<file path="config.mk">
export PLATFORM = sky130hd
export DESIGN_NAME = ra_stack_ctrl
export DESIGN_NICKNAME = d
export VERILOG_FILES = /design/src/rtl/ra_stack_ctrl.sv
export SDC_FILE = /design/constraint.sdc
export NUM_CORES = 1
export LEC_CHECK = 0
export BUFFER_PORTS_ARGS = -buffer_cell sky130_fd_sc_hd__buf_2
export CAP_MARGIN = 20
export CORE_MARGIN = 2
export CORE_UTILIZATION = 45
export DETAILED_ROUTE_END_ITERATION = 6
export RECOVER_POWER = 25
export SLEW_MARGIN = 20
export SYNTH_ARGS = -nofsm -noshare
export SYNTH_HDL_FRONTEND = slang
export SYNTH_SLANG_ARGS = --single-unit
</file>
<file path="constraint.sdc">
create_clock -name clk -period 17.3 [get_ports clk]
set_input_delay 3.46 -clock clk [delete_from_list [all_inputs] [get_ports clk]]
set_output_delay 3.46 -clock clk [all_outputs]
set_load 0.1 [all_outputs]
</file>
<file path="src/rtl/ra_stack_ctrl.sv">
// Return-address shadow-stack front end: decodes committed calls/returns,
// queues stack events and drives the stack handshake. Option: RAS_FAULT_HALT_EN.
module ra_stack_ctrl #(
  parameter int DATA_WIDTH = 32,
  parameter int EVQ_DEPTH  = 4,
  parameter int CNT_WIDTH  = 16
) (
  input  logic                  clk,
  input  logic                  Rst,
  input  logic                  cm_valid,
  input  logic [31:0]           cm_instr,
  input  logic [DATA_WIDTH-1:0] cm_pc,
  input  logic [DATA_WIDTH-1:0] cm_target,
  output logic                  cm_stall,
  output logic                  stack_ena,
  output logic                  push,
  output logic                  pop,
  output logic [DATA_WIDTH-1:0] stack_din,
  input  logic                  stack_mismatch,
  input  logic                  stack_full,
  input  logic                  stack_empty,
  output logic                  fault,
  output logic [DATA_WIDTH-1:0] fault_pc,
  output logic [CNT_WIDTH-1:0]  ovf_cnt,
  output logic [CNT_WIDTH-1:0]  udf_cnt
);

  localparam int AW = (EVQ_DEPTH > 1) ? $clog2(EVQ_DEPTH) : 1;
  localparam int CW = AW + 1;
  localparam int SW = AW + 2;

  typedef enum logic [1:0] {
    S_IDLE,
    S_ISSUE,
    S_CHECK,
    S_FAULT
  } state_t;

  state_t r_state;
  state_t w_state_n;

  logic                  r_q_kind [EVQ_DEPTH];
  logic [DATA_WIDTH-1:0] r_q_data [EVQ_DEPTH];
  logic [DATA_WIDTH-1:0] r_q_pc   [EVQ_DEPTH];
  logic [AW-1:0]         r_rd;
  logic [AW-1:0]         r_wr;
  logic [CW-1:0]         r_cnt;
  logic [DATA_WIDTH-1:0] r_tag;
  logic                  r_fault;
  logic [DATA_WIDTH-1:0] r_fault_pc;
  logic [CNT_WIDTH-1:0]  r_ovf;
  logic [CNT_WIDTH-1:0]  r_udf;

  logic [6:0]            w_opc;
  logic [4:0]            w_rdr;
  logic [4:0]            w_rs1;
  logic [2:0]            w_f3;
  logic                  w_jal;
  logic                  w_jalr;
  logic                  w_rd_lnk;
  logic                  w_rs_lnk;
  logic                  w_cor;
  logic                  w_call;
  logic                  w_ret;
  logic                  w_acc;
  logic [1:0]            w_nenq;
  logic                  w_k0;
  logic [DATA_WIDTH-1:0] w_link;
  logic [DATA_WIDTH-1:0] w_d0;
  logic [AW-1:0]         w_wr1;
  logic                  w_deq;
  logic [SW-1:0]         w_sum;
  logic [SW-1:0]         w_drop;
  logic [CW-1:0]         w_cnt_n;
  logic [CW-1:0]         w_free;
  logic                  w_h_kind;
  logic [DATA_WIDTH-1:0] w_h_data;
  logic [DATA_WIDTH-1:0] w_h_pc;
  logic                  w_go;
  logic                  w_ovf_inc;
  logic                  w_udf_inc;
  logic                  w_flt_set;

  assign w_opc    = cm_instr[6:0];
  assign w_rdr    = cm_instr[11:7];
  assign w_f3     = cm_instr[14:12];
  assign w_rs1    = cm_instr[19:15];
  assign w_jal    = (w_opc == 7'b1101111);
  assign w_jalr   = (w_opc == 7'b1100111) && (w_f3 == 3'b000);
  assign w_rd_lnk = (w_rdr == 5'd1) || (w_rdr == 5'd5);
  assign w_rs_lnk = (w_rs1 == 5'd1) || (w_rs1 == 5'd5);
  assign w_cor    = w_jalr && w_rd_lnk && w_rs_lnk && (w_rdr != w_rs1);
  assign w_call   = (w_jal || w_jalr) && w_rd_lnk && !w_cor;
  assign w_ret    = w_jalr && (w_rdr == 5'd0) && w_rs_lnk;

  assign w_acc  = cm_valid && !cm_stall;
  assign w_link = cm_pc + DATA_WIDTH'(4);
  // A coroutine swap pops first so the compare sees the old top
  assign w_k0   = w_ret || w_cor;
  assign w_d0   = w_k0 ? cm_target : w_link;
  assign w_wr1  = r_wr + AW'(1);

  always_comb begin
    w_nenq = 2'd0;
    if (w_acc) begin
      unique case (1'b1)
        w_cor:           w_nenq = 2'd2;
        (w_call | w_ret): w_nenq = 2'd1;
        default:         w_nenq = 2'd0;
      endcase
    end
  end

  assign w_h_kind = r_q_kind[r_rd];
  assign w_h_data = r_q_data[r_rd];
  assign w_h_pc   = r_q_pc[r_rd];

  assign w_deq  = (r_state == S_ISSUE);
  assign w_sum  = SW'(r_cnt) + SW'(w_nenq) - SW'(w_deq);
  // Only reachable after a fault without halt: overwrite the oldest
  assign w_drop = (w_sum > SW'(EVQ_DEPTH)) ? (w_sum - SW'(EVQ_DEPTH)) : '0;
  assign w_cnt_n = (w_sum > SW'(EVQ_DEPTH)) ? CW'(EVQ_DEPTH) : CW'(w_sum);
  assign w_free  = CW'(EVQ_DEPTH) - r_cnt;

`ifdef RAS_FAULT_HALT_EN
  assign cm_stall = (w_free < CW'(2)) || r_fault;
`else
  assign cm_stall = (w_free < CW'(2)) && !r_fault;
`endif

  always_comb begin
    w_state_n = r_state;
    w_go      = 1'b0;
    w_ovf_inc = 1'b0;
    w_udf_inc = 1'b0;
    w_flt_set = 1'b0;
    unique case (r_state)
      S_IDLE: begin
        if (r_cnt != '0) w_state_n = S_ISSUE;
      end
      S_ISSUE: begin
        if (!w_h_kind && stack_full) begin
          w_ovf_inc = 1'b1;
          w_state_n = S_IDLE;
        end else if (w_h_kind && stack_empty) begin
          w_udf_inc = 1'b1;
          w_state_n = S_IDLE;
        end else begin
          w_go      = 1'b1;
          w_state_n = S_CHECK;
        end
      end
      S_CHECK: begin
        if (stack_mismatch) begin
          w_flt_set = 1'b1;
          w_state_n = S_FAULT;
        end else if (r_cnt != '0) begin
          w_state_n = S_ISSUE;
        end else begin
          w_state_n = S_IDLE;
        end
      end
      S_FAULT: w_state_n = S_FAULT;
      default: w_state_n = S_IDLE;
    endcase
  end

  always_ff @(posedge clk) begin
    if (Rst) begin
      r_state    <= S_IDLE;
      r_rd       <= '0;
      r_wr       <= '0;
      r_cnt      <= '0;
      r_tag      <= '0;
      r_fault    <= 1'b0;
      r_fault_pc <= '0;
      r_ovf      <= '0;
      r_udf      <= '0;
    end else begin
      r_state <= w_state_n;
      r_rd    <= r_rd + AW'(w_deq) + AW'(w_drop);
      r_wr    <= r_wr + AW'(w_nenq);
      r_cnt   <= w_cnt_n;
      if (w_go) r_tag <= w_h_pc;
      if (w_ovf_inc && (r_ovf != '1)) r_ovf <= r_ovf + 1'b1;
      if (w_udf_inc && (r_udf != '1)) r_udf <= r_udf + 1'b1;
      if (w_flt_set) begin
        r_fault    <= 1'b1;
        r_fault_pc <= r_tag;
      end
    end
  end

  always_ff @(posedge clk) begin
    if (w_nenq != 2'd0) begin
      r_q_kind[r_wr] <= w_k0;
      r_q_data[r_wr] <= w_d0;
      r_q_pc[r_wr]   <= cm_pc;
    end
    if (w_nenq == 2'd2) begin
      r_q_kind[w_wr1] <= 1'b0;
      r_q_data[w_wr1] <= w_link;
      r_q_pc[w_wr1]   <= cm_pc;
    end
  end

  assign stack_ena = w_go && !Rst;
  assign push      = stack_ena && !w_h_kind;
  assign pop       = stack_ena && w_h_kind;
  assign stack_din = stack_ena ? w_h_data : '0;
  assign fault     = r_fault;
  assign fault_pc  = r_fault_pc;
  assign ovf_cnt   = r_ovf;
  assign udf_cnt   = r_udf;

endmodule
</file>
* Word level (Yosys, flattened, before mapping)
Memory sizes are Yosys's and may differ from the RTL's. A register that Yosys moved wholly into a read port is not among the register bits.
Cells that the tools add are included.
** Operators by class
- Bitwise logic cells :: 1
- $add $sub $neg :: 11
- Muxes and demuxes :: 28
- Order comparisons :: 2
- Reduce and logical (&&, ||, !) cells :: 32
- Equality and inequality tests :: 14
** Operators by type and width (count)
- 32-bit two-way mux :: 2
- 16-bit by 1-bit adder with 16-bit output (second input constant) :: 2
- 32-bit by 3-bit adder with 32-bit output (second input constant) :: 1
- 16-bit != test (second input constant) :: 2
- 1-bit logical AND :: 17
- 2-bit two-way mux :: 8
- 1-bit two-way mux :: 15
- 7-bit equality test (second input constant) :: 2
- 5-bit by 1-bit equality test with 1-bit output (second input constant) :: 2
- 5-bit by 3-bit equality test with 1-bit output (second input constant) :: 2
- 2-bit case mux with 4 select lines :: 1
- 2-bit equality test (second input constant) :: 3
- 1-bit zero test :: 5
- 5-bit zero test :: 1
- 5-bit != test :: 1
- 2-bit adder :: 2
- 3-bit by 2-bit adder with 4-bit output :: 1
- 4-bit by 3-bit > comparator with 1-bit output (second input constant) :: 1
- 1-bit logical OR :: 4
- 2-bit case mux with 2 select lines :: 1
- 4-bit by 1-bit subtractor with 4-bit output :: 1
- 3-bit zero test :: 1
- 3-bit by 2-bit less-than comparator with 1-bit output (second input constant) :: 1
- 3-bit two-way mux :: 1
- other kinds (11) :: 11
** Storage, ports and cells
- Memory bits (writable) :: 260
- Register bits after elaboration :: 74
- Word-level logic and storage cells :: 100
- Input bits :: 102
- Memories :: 3
- Output and inout port bits :: 101
** Memories
- r_q_data :: words 4, bits a word 32, rd ports 1, clocked after Yosys merged registers in 1, write ports 2, RTL line 43 : logic [DATA_WIDTH-1:0] r_q_data [EVQ_DEPTH];
- r_q_pc :: words 4, bits a word 32, rd ports 1, clocked after Yosys merged registers in 1, write ports 2, RTL line 44 : logic [DATA_WIDTH-1:0] r_q_pc [EVQ_DEPTH];
- r_q_kind :: words 4, bits a word 1, rd ports 1, clocked after Yosys merged registers in 1, write ports 2, RTL line 42 : logic r_q_kind [EVQ_DEPTH];

* Depth between registers and ports, before layout
- Word-level depth :: 16
- Gate-level depth with buffers :: 19
- Depth with buffers taken out :: 19

* Worst setup path after synthesis
OpenSTA, ideal clock, no wires.
- Path type :: input to output
- From :: input port stack_empty
- To :: output port push
- Data arrival time :: 6.024 ns
- Path buffers :: 1
- Cell stages on the path :: 4
- Slack :: 7.816 ns
- Data required time :: 13.840 ns
- Path through :: mux2i_1 -> nand2_1 -> clkbuf_1 -> nor3_1
** Between the ends
- Cells in the longest elaborated chain, start to end :: 6
** RTL lines
- from (decl) :: RTL line 21 : input logic stack_empty,
- 1-bit logical AND :: RTL line 145 : end else if (w_h_kind && stack_empty) begin
- 1-bit two-way mux :: RTL line 145
- 1-bit two-way mux :: RTL line 142 : if (!w_h_kind && stack_full) begin
- 1-bit two-way mux :: RTL line 137 : unique case (r_state)
- 1-bit logical AND :: RTL line 207 : assign stack_ena = w_go && !Rst;
- 1-bit logical AND :: RTL line 208 : assign push = stack_ena && !w_h_kind;
- to (decl) :: RTL line 16 : output logic push,
No other way between the ends.

* Worst setup path after layout
- From :: input port Rst
- To :: output port stack_din[13]
** Between the ends
- Cells in the longest elaborated chain, start to end :: 3
** RTL lines
- from (decl) :: RTL line 9 : input logic Rst,
- 1-bit zero test :: RTL line 207
- 1-bit logical AND :: RTL line 207
- 32-bit two-way mux :: RTL line 210 : assign stack_din = stack_ena ? w_h_data : '0;
- to (decl) :: RTL line 18 : output logic [DATA_WIDTH-1:0] stack_din,
No other way between the ends.

==> flow_metrics.tcl <==
set metrics [dict create \
    drt_iter0_drc 489 \
    grt_pass1_vias 10400 \
    globalplace.congestion 0.828 \
    power_density_mw_per_mm2 112 \
    synth_most_common_cell "edfxtp_1" \
    max-clock-path-buffers 3 \
    syn_inst 1215 \
    cap_violations 3 \
    dp_hpwl_um 23800 \
    final_area_sq_mm 0.0192 \
    cts_hold_buf 0 \
    ant_nets 0 \
    final_cells 1904 \
    clockRootBuffer "clkbuf_16" \
    placed_cells 1827 \
    setup_viol 0 \
    synth_edf_count 256 \
    vias 10400 \
    clk_pin_slew_worst_paths_ps 60 \
    cts_resized 0 \
    violations "max-capacitance violations, max-slew violations" \
    fillers 3184 \
    die_w_um 196 \
    num_rows 70 \
    drive_gt1_share_pct 28.9 \
    fmax_ghz 0.108 \
    ys_types 66 \
    final_max_slew_viol_count 145 \
    worstPathRequired_ps 13840 \
    area_growth_pct 15.9 \
    fin_crit_ps 9250 \
    drt-total-wl_um 37900 \
    power_leakage_nw 6.91 \
    hold_class "reg -> reg" \
    grt_use_total_pct 19.7 \
    h-tree-depth 2 \
    setup_tns_ps 0 \
    synthArstFlopShare_pct 0 \
    status "finished, violations left" \
    cpPeakStageDelay_ps 1420 \
    cp-start-kind "input port" \
    worst_path_max_delay_cell "clkbuf_1" \
    ys_ff_latch 366 \
    crit_type "in -> out" \
    dieArea_sq_mm 0.0384 \
    grt_max_degree 66 \
    start_util_pct 45.5 \
    fin_crit_sh_pct 53.4 \
    ir_drop_mv 0.0735 \
    globalRoute.totalOverflow 0 \
    crit_chain "clkbuf_1, nor2_2, buf_4, and2_1, buf_2" \
    crit_fanout 45 \
    synthTopCellsByArea "edfxtp_1 (46%), dfxtp_1 (13%), mux4_2 (8.8%), mux2_2 (5.0%), nand2_1 (3.4%)" \
    rsz0062_at_grt "no" \
    yosys_warnings 0 \
    dpl-instance-area_sq_mm 0.0180 \
    tightest_slew_ps 2850 \
    holdWs_ps 450 \
    routedWlPerCell_um 19.9 \
    dieHeight_um 196 \
    clkLatencyLatePin_ps 540 \
    coreArea_sq_mm 0.0364 \
    synth_area_sq_mm 0.0166 \
    hold_violations 0 \
    io_pins 203 \
    post_cts_buffers 0 \
    final_nets 1517 \
    avgSynthCellArea_sq_um 13.6 \
    grt_pass1_wl_um 58700 \
    maxSlewHeadroom_pct -89.7 \
    cts_inserted_buffers 41 \
    ys_seq_area_share_pct 59.7 \
    fin_util_pct 52.7 \
    synth_top_area_cell "edfxtp_1" \
    synth_common_cells "edfxtp_1 (256), nand2_1 (151), dfxtp_1 (110)" \
    numPortBuffers 190 \
    netlist.area_leader.share_pct 46.4 \
    finalClockSkew_ps 18.1 \
    end_kind "output pin" \
    cts_sinks 366 \
    synth_flop_cell "edfxtp_1" \
    cts_tree "yes" \
    arrival_ps 5790 \
    first_pass_iters 4 \
    synth_nets 1330 \
    vias_per_cell 5.45 \
    antenna_found_initial 4 \
    route.detailed.drc 0 \
]
routing by layer:
| layer | part of all wire (%) | up-vias | global-route usage, % |
|---|---|---|---|
| li1 | - | 4921 | - |
| met1 | 46 | 5155 | 27.4 |
| met2 | 47 | 237 | 32.0 |
| met3 | 5.3 | 57 | 3.71 |
| met4 | 2.0 | 4 | 4.99 |
| met5 | 0.077 | - | 0 |
where the power goes:
part	switching [mW]	internal (mW)
logic	0.212	0.135
clock network	0.339	0.480
registers	0.0277	0.954
total	0.579	1.57
worst max-delay path: cells and delay by family:
kind          cells  cell delay, ps
buf+inv           3            2010
simple gates      2             260
metrics by stage:
step	power [mW]	setup slack (ps)
3_3_place_gp	1.35	8850
2_1_floorplan	1.26	7820
6_report	2.15	8050
3_5_place_dp	1.35	8860
4_1_cts	2.18	8840
5_1_grt	2.24	7780
cell families after synthesis:
kind of cell / after synthesis / synth area share (%)
mux: 197 / 18.0
simple gates: 369 / 11.4
flops: 366 / 59.7
fa+ha+maj: 13 / 1.07
xor+xnor: 57 / 3.01
buf+inv: 93 / 2.60
compound gates: 120 / 4.25
registers in the layout, summed over array words and instances, names as in the netlist, 3 cells and up:
signal / count
ovf_cnt: 16
fault_pc: 32
udf_cnt: 16
r_cnt: 3
r_tag: 32
r_q_data: 128
r_q_kind: 4
r_q_pc: 128
path summary, 6_finish.rpt:
path,endpoint,start,slack [ps],cells after the start
worst max register to register,r_rd[1],r_cnt[0],12380,17
worst max-delay path,stack_din[13],Rst,8050,5
worst min-delay path,fault_pc[16],r_tag[16],450,2
worst min register to register,fault_pc[16],r_tag[16],450,2
placed cells by master (no fill, tap or decap), types with 4 or more instances in the layout:
master      instances
inv_1              32
clkinv_1           12
nand2_1           151
nor2b_1             5
edfxtp_1          256
and4_1              5
mux4_2             65
mux2_2             74
a211oi_1            4
and3_1              8
nand3_1            24
nor4_2              4
a21oi_1            78
clkbuf_1           42
o21ai_0             7
dfxtp_1           108
or3_1               4
mux2i_1            36
xor2_1             22
clkinvlp_2          5
clkbuf_16          43
mux2_4             22
clkinv_2            6
buf_4              13
nand4_1            25
ha_1               11
buf_2             155
nor2_1             47
nor3_1             25
xnor2_1            35
and2_1             35
layout make-up:
| class | instances | area, sq um | area share, % |
|---|---|---|---|
| Sequential cell | 366 | 9890 | 51.5 |
| Multi-Input combinational cell | 756 | 6320 | 32.9 |
| Clock buffer | 48 | 1090 | 5.70 |
| Timing Repair Buffer | 205 | 1010 | 5.27 |
| Tap cell | 468 | 586 | 3.05 |
| Clock inverter | 27 | 176 | 0.919 |
| Inverter | 32 | 120 | 0.625 |
| Antenna cell | 2 | 5.00 | 0.0261 |
No activity file was read; power rests on OpenSTA's default activity.
